**config.mk**
```make
export PLATFORM = sky130hd
export DESIGN_NAME = conv2d_mac_scheduler
export DESIGN_NICKNAME = d
export VERILOG_FILES = /design/src/rtl/conv2d_mac_scheduler.sv
export SDC_FILE = /design/constraint.sdc
export NUM_CORES = 2
export LEC_CHECK = 0
export ABC_CLOCK_PERIOD_IN_PS = 17800
export BUFFER_PORTS_ARGS = -buffer_cell sky130_fd_sc_hd__buf_2
export CAP_MARGIN = 30
export CORE_MARGIN = 4
export CORE_UTILIZATION = 55
export CTS_BUF_LIST = sky130_fd_sc_hd__clkbuf_4 sky130_fd_sc_hd__clkbuf_8
export DETAILED_ROUTE_END_ITERATION = 6
export GPL_ROUTABILITY_DRIVEN = 0
export PLACE_DENSITY = 0.82
export SLEW_MARGIN = 20
export SYNTH_ARGS = -nofsm -noshare
export SYNTH_HDL_FRONTEND = slang
export SYNTH_SLANG_ARGS = --single-unit
```
**constraint.sdc**
```tcl
create_clock -name clk -period 17.8 [get_ports clk]
set_input_delay 3.56 -clock clk [delete_from_list [all_inputs] [get_ports clk]]
set_output_delay 3.56 -clock clk [all_outputs]
set_load 0.005 [all_outputs]
```
**src/rtl/conv2d_mac_scheduler.sv**
```systemverilog
// Sequential single-MAC 2-D convolution engine: walks (b, oc, oh, ow, ic, kh, kw),
// reads activations/weights/bias from 1-cycle sync-read memories and writes one output per pixel.
module conv2d_mac_scheduler #(
  parameter int unsigned BATCH_SIZE   = 1,
  parameter int unsigned IN_CHANNELS  = 2,
  parameter int unsigned OUT_CHANNELS = 1,
  parameter int unsigned IN_HEIGHT    = 4,
  parameter int unsigned IN_WIDTH     = 4,
  parameter int unsigned KERNEL_SIZE  = 2,
  parameter int unsigned STRIDE       = 2,
  parameter int unsigned PADDING      = 0,
  parameter int unsigned DATA_WIDTH   = 32,
  parameter int unsigned ADDR_WIDTH   = 16
) (
  input  logic                  clk,
  input  logic                  rst,
  input  logic                  start,
  output logic                  busy,
  output logic                  done,
  output logic                  in_rd_en,
  output logic [ADDR_WIDTH-1:0] in_addr,
  input  logic [DATA_WIDTH-1:0] in_rdata,
  output logic                  w_rd_en,
  output logic [ADDR_WIDTH-1:0] w_addr,
  input  logic [DATA_WIDTH-1:0] w_rdata,
  output logic                  b_rd_en,
  output logic [ADDR_WIDTH-1:0] b_addr,
  input  logic [DATA_WIDTH-1:0] b_rdata,
  output logic                  out_wr_en,
  output logic [ADDR_WIDTH-1:0] out_addr,
  output logic [DATA_WIDTH-1:0] out_wdata
);

  localparam int BN   = int'(BATCH_SIZE);
  localparam int IC   = int'(IN_CHANNELS);
  localparam int OC   = int'(OUT_CHANNELS);
  localparam int IH   = int'(IN_HEIGHT);
  localparam int IW   = int'(IN_WIDTH);
  localparam int K    = int'(KERNEL_SIZE);
  localparam int STR  = int'(STRIDE);
  localparam int PAD  = int'(PADDING);
  localparam int OH   = (IH + 2 * PAD - K) / STR + 1;
  localparam int OW   = (IW + 2 * PAD - K) / STR + 1;
  localparam int TAPS = IC * K * K;
  localparam int unsigned CW = 16;

  typedef enum logic [2:0] {S_IDLE, S_BIAS, S_MAC, S_LAST, S_WRITE, S_DONE} state_t;

  state_t          state, state_nx;
  logic [CW-1:0]   b_q, oc_q, oh_q, ow_q, ic_q, kh_q, kw_q;
  logic [CW-1:0]   b_nx, oc_nx, oh_nx, ow_nx, ic_nx, kh_nx, kw_nx;
  logic [DATA_WIDTH-1:0] acc, acc_nx, prod;
  logic [ADDR_WIDTH-1:0] in_addr_nx, w_addr_nx, out_addr_nx;
  logic            pad_q, tap_ok_nx, last_tap, last_pix, first_tap;
  int              ih, iw;

  assign last_tap  = (ic_q == CW'(IC - 1)) && (kh_q == CW'(K - 1)) && (kw_q == CW'(K - 1));
  assign first_tap = (ic_q == '0) && (kh_q == '0) && (kw_q == '0);
  assign last_pix  = (ow_q == CW'(OW - 1)) && (oh_q == CW'(OH - 1)) &&
                     (oc_q == CW'(OC - 1)) && (b_q == CW'(BN - 1));

  // Next state and loop-nest counters
  always_comb begin
    state_nx = state;
    b_nx  = b_q;  oc_nx = oc_q; oh_nx = oh_q; ow_nx = ow_q;
    ic_nx = ic_q; kh_nx = kh_q; kw_nx = kw_q;
    case (state)
      S_IDLE:  if (start) state_nx = S_BIAS;
      S_BIAS:  state_nx = S_MAC;
      S_MAC: begin
        if (last_tap) begin
          state_nx = S_LAST;
          ic_nx = '0; kh_nx = '0; kw_nx = '0;
        end else if (kw_q != CW'(K - 1)) begin
          kw_nx = kw_q + CW'(1);
        end else begin
          kw_nx = '0;
          if (kh_q != CW'(K - 1)) kh_nx = kh_q + CW'(1);
          else begin
            kh_nx = '0;
            ic_nx = ic_q + CW'(1);
          end
        end
      end
      S_LAST:  state_nx = S_WRITE;
      S_WRITE: begin
        if (last_pix) begin
          state_nx = S_DONE;
          b_nx = '0; oc_nx = '0; oh_nx = '0; ow_nx = '0;
        end else begin
          state_nx = S_BIAS;
          if (ow_q != CW'(OW - 1)) ow_nx = ow_q + CW'(1);
          else begin
            ow_nx = '0;
            if (oh_q != CW'(OH - 1)) oh_nx = oh_q + CW'(1);
            else begin
              oh_nx = '0;
              if (oc_q != CW'(OC - 1)) oc_nx = oc_q + CW'(1);
              else begin
                oc_nx = '0;
                b_nx  = b_q + CW'(1);
              end
            end
          end
        end
      end
      S_DONE:  state_nx = S_IDLE;
      default: state_nx = S_IDLE;
    endcase
  end

  // Tap addressing for the next cycle, and accumulator update for this one
  always_comb begin
    ih = int'(oh_nx) * STR + int'(kh_nx) - PAD;
    iw = int'(ow_nx) * STR + int'(kw_nx) - PAD;
    tap_ok_nx  = (state_nx == S_MAC) && (ih >= 0) && (ih < IH) && (iw >= 0) && (iw < IW);
    in_addr_nx = '0;
    w_addr_nx  = '0;
    if (tap_ok_nx) begin
      in_addr_nx = ADDR_WIDTH'(int'(b_nx) * IC * IH * IW + int'(ic_nx) * IH * IW + ih * IW + iw);
      w_addr_nx  = ADDR_WIDTH'(int'(oc_nx) * TAPS + int'(ic_nx) * K * K + int'(kh_nx) * K + int'(kw_nx));
    end
    out_addr_nx = ADDR_WIDTH'(int'(b_q) * OC * OH * OW + int'(oc_q) * OH * OW + int'(oh_q) * OW + int'(ow_q));
    prod   = pad_q ? '0 : in_rdata * w_rdata;
    acc_nx = acc;
    case (state)
      S_MAC:   acc_nx = first_tap ? b_rdata : acc + prod;
      S_LAST:  acc_nx = acc + prod;
      default: acc_nx = acc;
    endcase
  end

  always_ff @(posedge clk or posedge rst) begin
    if (rst) begin
      state <= S_IDLE;
      b_q  <= '0; oc_q <= '0; oh_q <= '0; ow_q <= '0;
      ic_q <= '0; kh_q <= '0; kw_q <= '0;
      acc  <= '0; pad_q <= 1'b0;
      busy <= 1'b0; done <= 1'b0;
      in_rd_en <= 1'b0; in_addr <= '0;
      w_rd_en  <= 1'b0; w_addr  <= '0;
      b_rd_en  <= 1'b0; b_addr  <= '0;
      out_wr_en <= 1'b0; out_addr <= '0; out_wdata <= '0;
    end else begin
      state <= state_nx;
      b_q  <= b_nx;  oc_q <= oc_nx; oh_q <= oh_nx; ow_q <= ow_nx;
      ic_q <= ic_nx; kh_q <= kh_nx; kw_q <= kw_nx;
      acc  <= acc_nx;
      // A MAC cycle without a read is a padded tap; its product arrives next cycle
      pad_q <= (state == S_MAC) && !in_rd_en;
      busy <= (state_nx == S_BIAS) || (state_nx == S_MAC) ||
              (state_nx == S_LAST) || (state_nx == S_WRITE);
      done <= (state_nx == S_DONE);
      in_rd_en <= tap_ok_nx; in_addr <= in_addr_nx;
      w_rd_en  <= tap_ok_nx; w_addr  <= w_addr_nx;
      b_rd_en  <= (state_nx == S_BIAS);
      b_addr   <= (state_nx == S_BIAS) ? ADDR_WIDTH'(oc_nx) : '0;
      out_wr_en <= (state_nx == S_WRITE);
      out_addr  <= (state_nx == S_WRITE) ? out_addr_nx : '0;
      out_wdata <= (state_nx == S_WRITE) ? acc_nx : '0;
    end
  end

endmodule

```
* Word level (Yosys, flattened, before mapping)
Index checks and enable logic that the tools add are counted.
** Operators by class
- $add $sub $neg :: 19
- $mul :: 1
- Div/mod/pow operators :: 0
- $lt $le $gt $ge :: 4
- Equal/unequal tests :: 18
- Shift operators :: 0
- Muxes and demuxes :: 40
- Bitwise operators :: 0
- Reductions and logical operators :: 23
** Operator list (number)
- $mux 16 :: 32
- $add 16x16->16 :: 9
- $add 16x1->16 const B :: 7
- $mux 32 :: 3
- $eq 16x1->1 const B :: 5
- $logic_not 16->1 :: 5
- $ne 16x1->1 const B :: 4
- $pmux 32 s2 :: 1
- $add 17x16->18 :: 2
- $ge 18x1->1 const B :: 2
- $lt 18x3->1 const B :: 2
- $add 32x32->32 :: 1
- $mul 32x32->32 :: 1
- $reduce_bool 16->1 :: 1
- $pmux 3 s5 :: 1
- $eq 3x2->1 const B :: 4
- $logic_and 1x1->1 :: 12
- $eq 3x3->1 const B :: 3
- $mux 3 :: 3
- $eq 3x1->1 const B :: 2
- $logic_not 3->1 :: 1
- $logic_or 1x1->1 :: 3
- $logic_not 1->1 :: 1
** Word-level totals
- Flip-flop bits (word level) :: 249
- Latch bits :: 0
- RAM bits :: 0
- Bits in read-only memories :: 0
- Input port bits :: 99
- Output and inout port bits :: 102
- Word-level logic and storage cells :: 125
- Memories kept :: 0

* Logic depth before layout (Yosys ltp)
- Word-level depth :: 13
- Depth in mapped cells :: 38
- Gate-level depth less buffers :: 36

* Least setup slack after synthesis
OpenSTA, ideal clock, no wires.
- Path type :: input to register
- Start :: input in_rdata[4]
- End :: register acc[31]
- Library setup time :: 65 ps
- Data arrival time :: 11956 ps
- Required time :: 17735 ps
- Path slack :: 5779 ps
- Cell stages on the path :: 35
- Path buffers :: 2
- Cells stage by stage :: clkbuf_1 > clkbuf_1 > nand2_1 > fa_1 > inv_1 > fa_1 > fa_1 > inv_1 > fa_1 > inv_1 > ha_1 > ha_1 > fa_1 > fa_1 > ha_1 > a21o_1 > a21oi_1 > nor2_1 > nor2_1 > or4b_1 > a211oi_1 > o21ai_0 > a21oi_1 > ha_1 > and3_1 > a31oi_1 > o21ai_0 > a31oi_1 > a21bo_2 > a31oi_1 > o21ai_0 > o31ai_1 > or3b_2 > a31oi_1 > o22a_1
** On the way
- Cells in the longest elaborated chain, start to end :: 5
** Ends and longest elaborated chain
- start, declared :: RTL line 22 : input logic [DATA_WIDTH-1:0] in_rdata,
- $mul 32x32->32 (*) :: RTL line 124 : prod = pad_q ? '0 : in_rdata * w_rdata;
- $mux 32 (*) :: RTL line 124
- $add 32x32->32 (*) :: RTL line 127, 128
- $mux 32 :: RTL line 127 : S_MAC: acc_nx = first_tap ? b_rdata : acc + prod;
- $pmux 32 s2 (*) :: RTL line 126 : case (state)
- named net acc_nx[31] :: RTL line 52 : logic [DATA_WIDTH-1:0] acc, acc_nx, prod;
- end signal, assigned :: RTL line 148 : acc <= acc_nx;
- end, declared :: RTL line 52
The timed path passes the listed nets; every way through them passes the cells marked *.

* Worst setup path in the final report
- Start :: input w_rdata[6]
- End :: register out_wdata[31]
** On the way
- Cells in the longest elaborated chain, start to end :: 6
** Ends and longest elaborated chain
- start, declared :: RTL line 25 : input logic [DATA_WIDTH-1:0] w_rdata,
- $mul 32x32->32 (*) :: RTL line 124
- $mux 32 (*) :: RTL line 124
- $add 32x32->32 (*) :: RTL line 127, 128
- $mux 32 :: RTL line 127
- $pmux 32 s2 (*) :: RTL line 126
- $mux 32 (*) :: RTL line 160 : out_wdata <= (state_nx == S_WRITE) ? acc_nx : '0;
- end signal, assigned :: RTL line 160
- end, declared :: RTL line 31 : output logic [DATA_WIDTH-1:0] out_wdata
Mark *: on every way between the ends. The rest lies on a longest branch, timed or not.

==> impl_summary.log <==
[metrics] effective utilization at floorplan: 56.1%
[metrics] element type at the critical path end: register
[metrics] master of the slowest instance on the critical path: fa_1
[metrics] layout cell share with drive strength beyond 1: a little under a tenth
[metrics] total number of H-tree levels: 2
[metrics] maximum number of pins on one net before global-route repair: ~140
[metrics] CTS hold repair buffers: 0
[metrics] leading post-synthesis cells by cell area: fa_1 (31%), dfrtp_1 (19%), ha_1 (9.5%)
[metrics] post-synthesis to final-layout area growth: 7.98%
[metrics] cell area after synthesis: roughly 32000 sq um
[metrics] worst-path fanout max: 26
[metrics] post-synthesis average cell area: around 9.4 sq um
[metrics] max-slew violation total from the final report: 0
[metrics] Max Cap Viol: 0
[metrics] Die X-Extent: roughly 250 microns
[metrics] TNS Setup: 0 ns
[metrics] number of warnings reported in the yosys synthesis log: 0
[metrics] sequential fraction of the synthesis area: slightly below 20%
[metrics] Chip Height: 249 microns
[metrics] Gates resized, CTS repair: 0
[metrics] average detailed-routed wire length per instance: between 15 and 20 microns
[metrics] Site Rows: between 80 and 90
[metrics] highest-utilization routing layer at the global route stage: met2
[metrics] Least-Margin Pin Slew: 0.923 ns
[metrics] post-synthesis cell type count: between 70 and 80
[metrics] number of CTS-inserted buffers: 42
[metrics] number of standard cells after synthesis: between 3000 and 4000
[metrics] total vias in the final route: roughly 24000
[metrics] antenna violations before repair: 1
[metrics] DRC violations left: 0
[metrics] met2 usage: between 40% and 50%
[metrics] clock slew at reported path FFs: around 0.060 ns
[metrics] Worst Path Class, Setup: input port to register
[metrics] Fillers: ~4700
[metrics] XOR/XNOR Fraction of Synth Area: between 6 and 7%
[metrics] placement-stage cell area: about 33000 sq um
[metrics] Synth Net Count: 4220
[metrics] total core area: about 57000 sq um
[metrics] cell taking the most area after synthesis: fa_1
[metrics] leading cell types in the layout, fill and taps excluded: inv_1 (504), fa_1 (486), nand2_1 (369), and2_1 (298), dfrtp_1 (248)
[metrics] final hold violation count: 0
[metrics] final design area excluding fillers: 34400 sq um
[metrics] worst slew margin relative to its limit: between 30 and 40%
[metrics] most common cell after layout, fill and taps aside: inv_1
[metrics] result of the run: finished, final reports clean
[metrics] detailed placement HPWL: about 67000 microns
[metrics] number of storage elements in the synthesis netlist: ~250
[metrics] final core utilization: approximately 61%
[metrics] Top FF cell, synth: dfrtp_1
[metrics] DP Worst Slack: 4.95 ns
[metrics] global-route wire length before repair: ~130000 microns
[metrics] Post-layout nets: 4353
[metrics] CTS sink count: between 200 and 250
[metrics] worst hold-check path type: register to register
[metrics] post-route ant nets: 0
[metrics] setup repair after global routing missed its margin: false
[metrics] adder and majority cell fraction of the synthesized area: 40.1%
[metrics] Setup Viol. Count Final: 0
[metrics] CP peak stage delay: 0.54 ns
[metrics] global-route track usage on met1: 35.2%
[metrics] Bufs on Longest Clock Path: 3
[metrics] ratio of final minimum period to clock period: around 70%
[metrics] worst path required time: ~18 ns
[metrics] number of violations reported at the end of detailed-routing iteration 0: about 2200
[metrics] Crit path arrival time: roughly 13 ns
[metrics] Pre-antenna DRT Iters: 6
[metrics] highest clock frequency the design can meet: 0.0801 GHz
[metrics] Root Driver: clkbuf_8
[metrics] critical path launch point type: input port
[metrics] Top cell by count, worst path: fa_1
[metrics] multiplexer share of the synthesized area: less than 1%
[metrics] post-synthesis async set-or-reset flop share: 100%
[metrics] Avg Vias per Cell: 5.62
[metrics] share of the synthesized area in the top cell type: 30.5%
[metrics] M3 GR Usage: 6.00%
[metrics] wire length after detailed routing: about 84000 microns
[metrics] number of setup buffers added after CTS: 0
[metrics] area fraction in and, or, nand and nor cells after synthesis: between 10% and 20%
[metrics] clock latency on the worst-skew pair: around 0.60 ns
[metrics] quantity of I/O buffers inserted on ports: 200
[metrics] smallest setup slack after layout: between 5 and 6 ns
[metrics] complex-gate fraction of the synthesized area: under 10%
[metrics] worst clock skew: 0.0539 ns
[metrics] total grt overflow: 0
[metrics] dominant combinational cell family by area after synthesis: adder cells
[metrics] io pins: approximately 200
[metrics] die area: 61800 sq um
[metrics] Final Critical Period: approximately 12 ns
[metrics] TritonCTS clock tree: built
[metrics] via count of the first global-routing pass: 25500
[metrics] number of synthesized flops with an enable pin: 0
[metrics] Tot GR Track Use: 27.0%
## sequential cells by signal (all words and copies together) (netlist names), 3 cells and up
name,cells
in_addr,15
b_addr,16
kw_q,16
out_wdata,32
acc,32
oc_q,16
ow_q,16
b_q,16
out_addr,16
ic_q,16
w_addr,16
kh_q,16
oh_q,16
state,3
## metal layers
metal / share of wire, % / routed length [microns] / vias up
li1: - / - / 11000
met1: 39 / 32900 / 12000
met2: 48 / 40200 / 1035
met3: 8.3 / 6930 / 225
met4: 4.3 / 3570 / 0
met5: 0 / 0 / -
## worst paths after layout
kind / startpoint / endpoint / slack (ns) / cells after the start
setup / recovery: w_rdata[6] / out_wdata[31] / 5.32 / 32
hold / removal: ic_q[15] / ic_q[15] / 0.48 / 1
setup reg to reg: ow_q[1] / in_addr[15] / 11.19 / 23
hold reg to reg: ic_q[15] / ic_q[15] / 0.48 / 1
max in group asynchronous: rst / ow_q[11] / 13.39 / 4
min in group asynchronous: rst / out_wdata[8] / 2.95 / 2
## through the flow
step	instances	hold slack, ns
after floorplan	3392	0.447
after CTS	4307	0.480
after global routing	4310	0.508
after detailed placement	4234	0.469
final	4311	0.477
after global placement	4234	0.470
## critical path: cells and delay by family
family	cells	cell delay, ns
and+or+nand+nor	6	1.65
AOI/OAI and AO/OA	13	2.86
buffers and inverters	3	0.59
adders and majority gates	10	4.26
## synthesized netlist by cell type, types with 48 or more instances
library cell    n
nand2_1       369
dfrtp_1       248
ha_1          243
a21oi_1       109
clkbuf_1      116
inv_1         505
xnor2_1       176
o21ai_0       105
fa_1          486
a21o_1         52
and2_1        298
nand3_1        48
xor2_1         67
nor2_1        195
## final cells by class
cell class / count / area, sq um / share of cell area, %
well taps: 756 / 946 / 2.75
inverters: 507 / 1910 / 5.56
flip-flops and latches: 248 / 6210 / 18.0
multi-input cells: 2512 / 23300 / 67.6
repair buffers: 214 / 1150 / 3.35
diodes: 1 / 2.50 / 0.00727
clock buffers: 62 / 772 / 2.24
clock inverters: 11 / 153 / 0.444
## cells by family (layout without fill, tap and decap cells)
kind of cell / after synthesis / in the layout
flops: 248 / 248
xor+xnor: 245 / 245
other cells: 0 / 1
compound gates: 397 / 397
simple gates: 1130 / 1130
fa+ha+maj: 729 / 729
mux: 11 / 11
buf+inv: 632 / 794
Power is left out: the tool's default activity adds up to more than one toggle a clock period on the data nets, which glitch-free logic cannot reach.
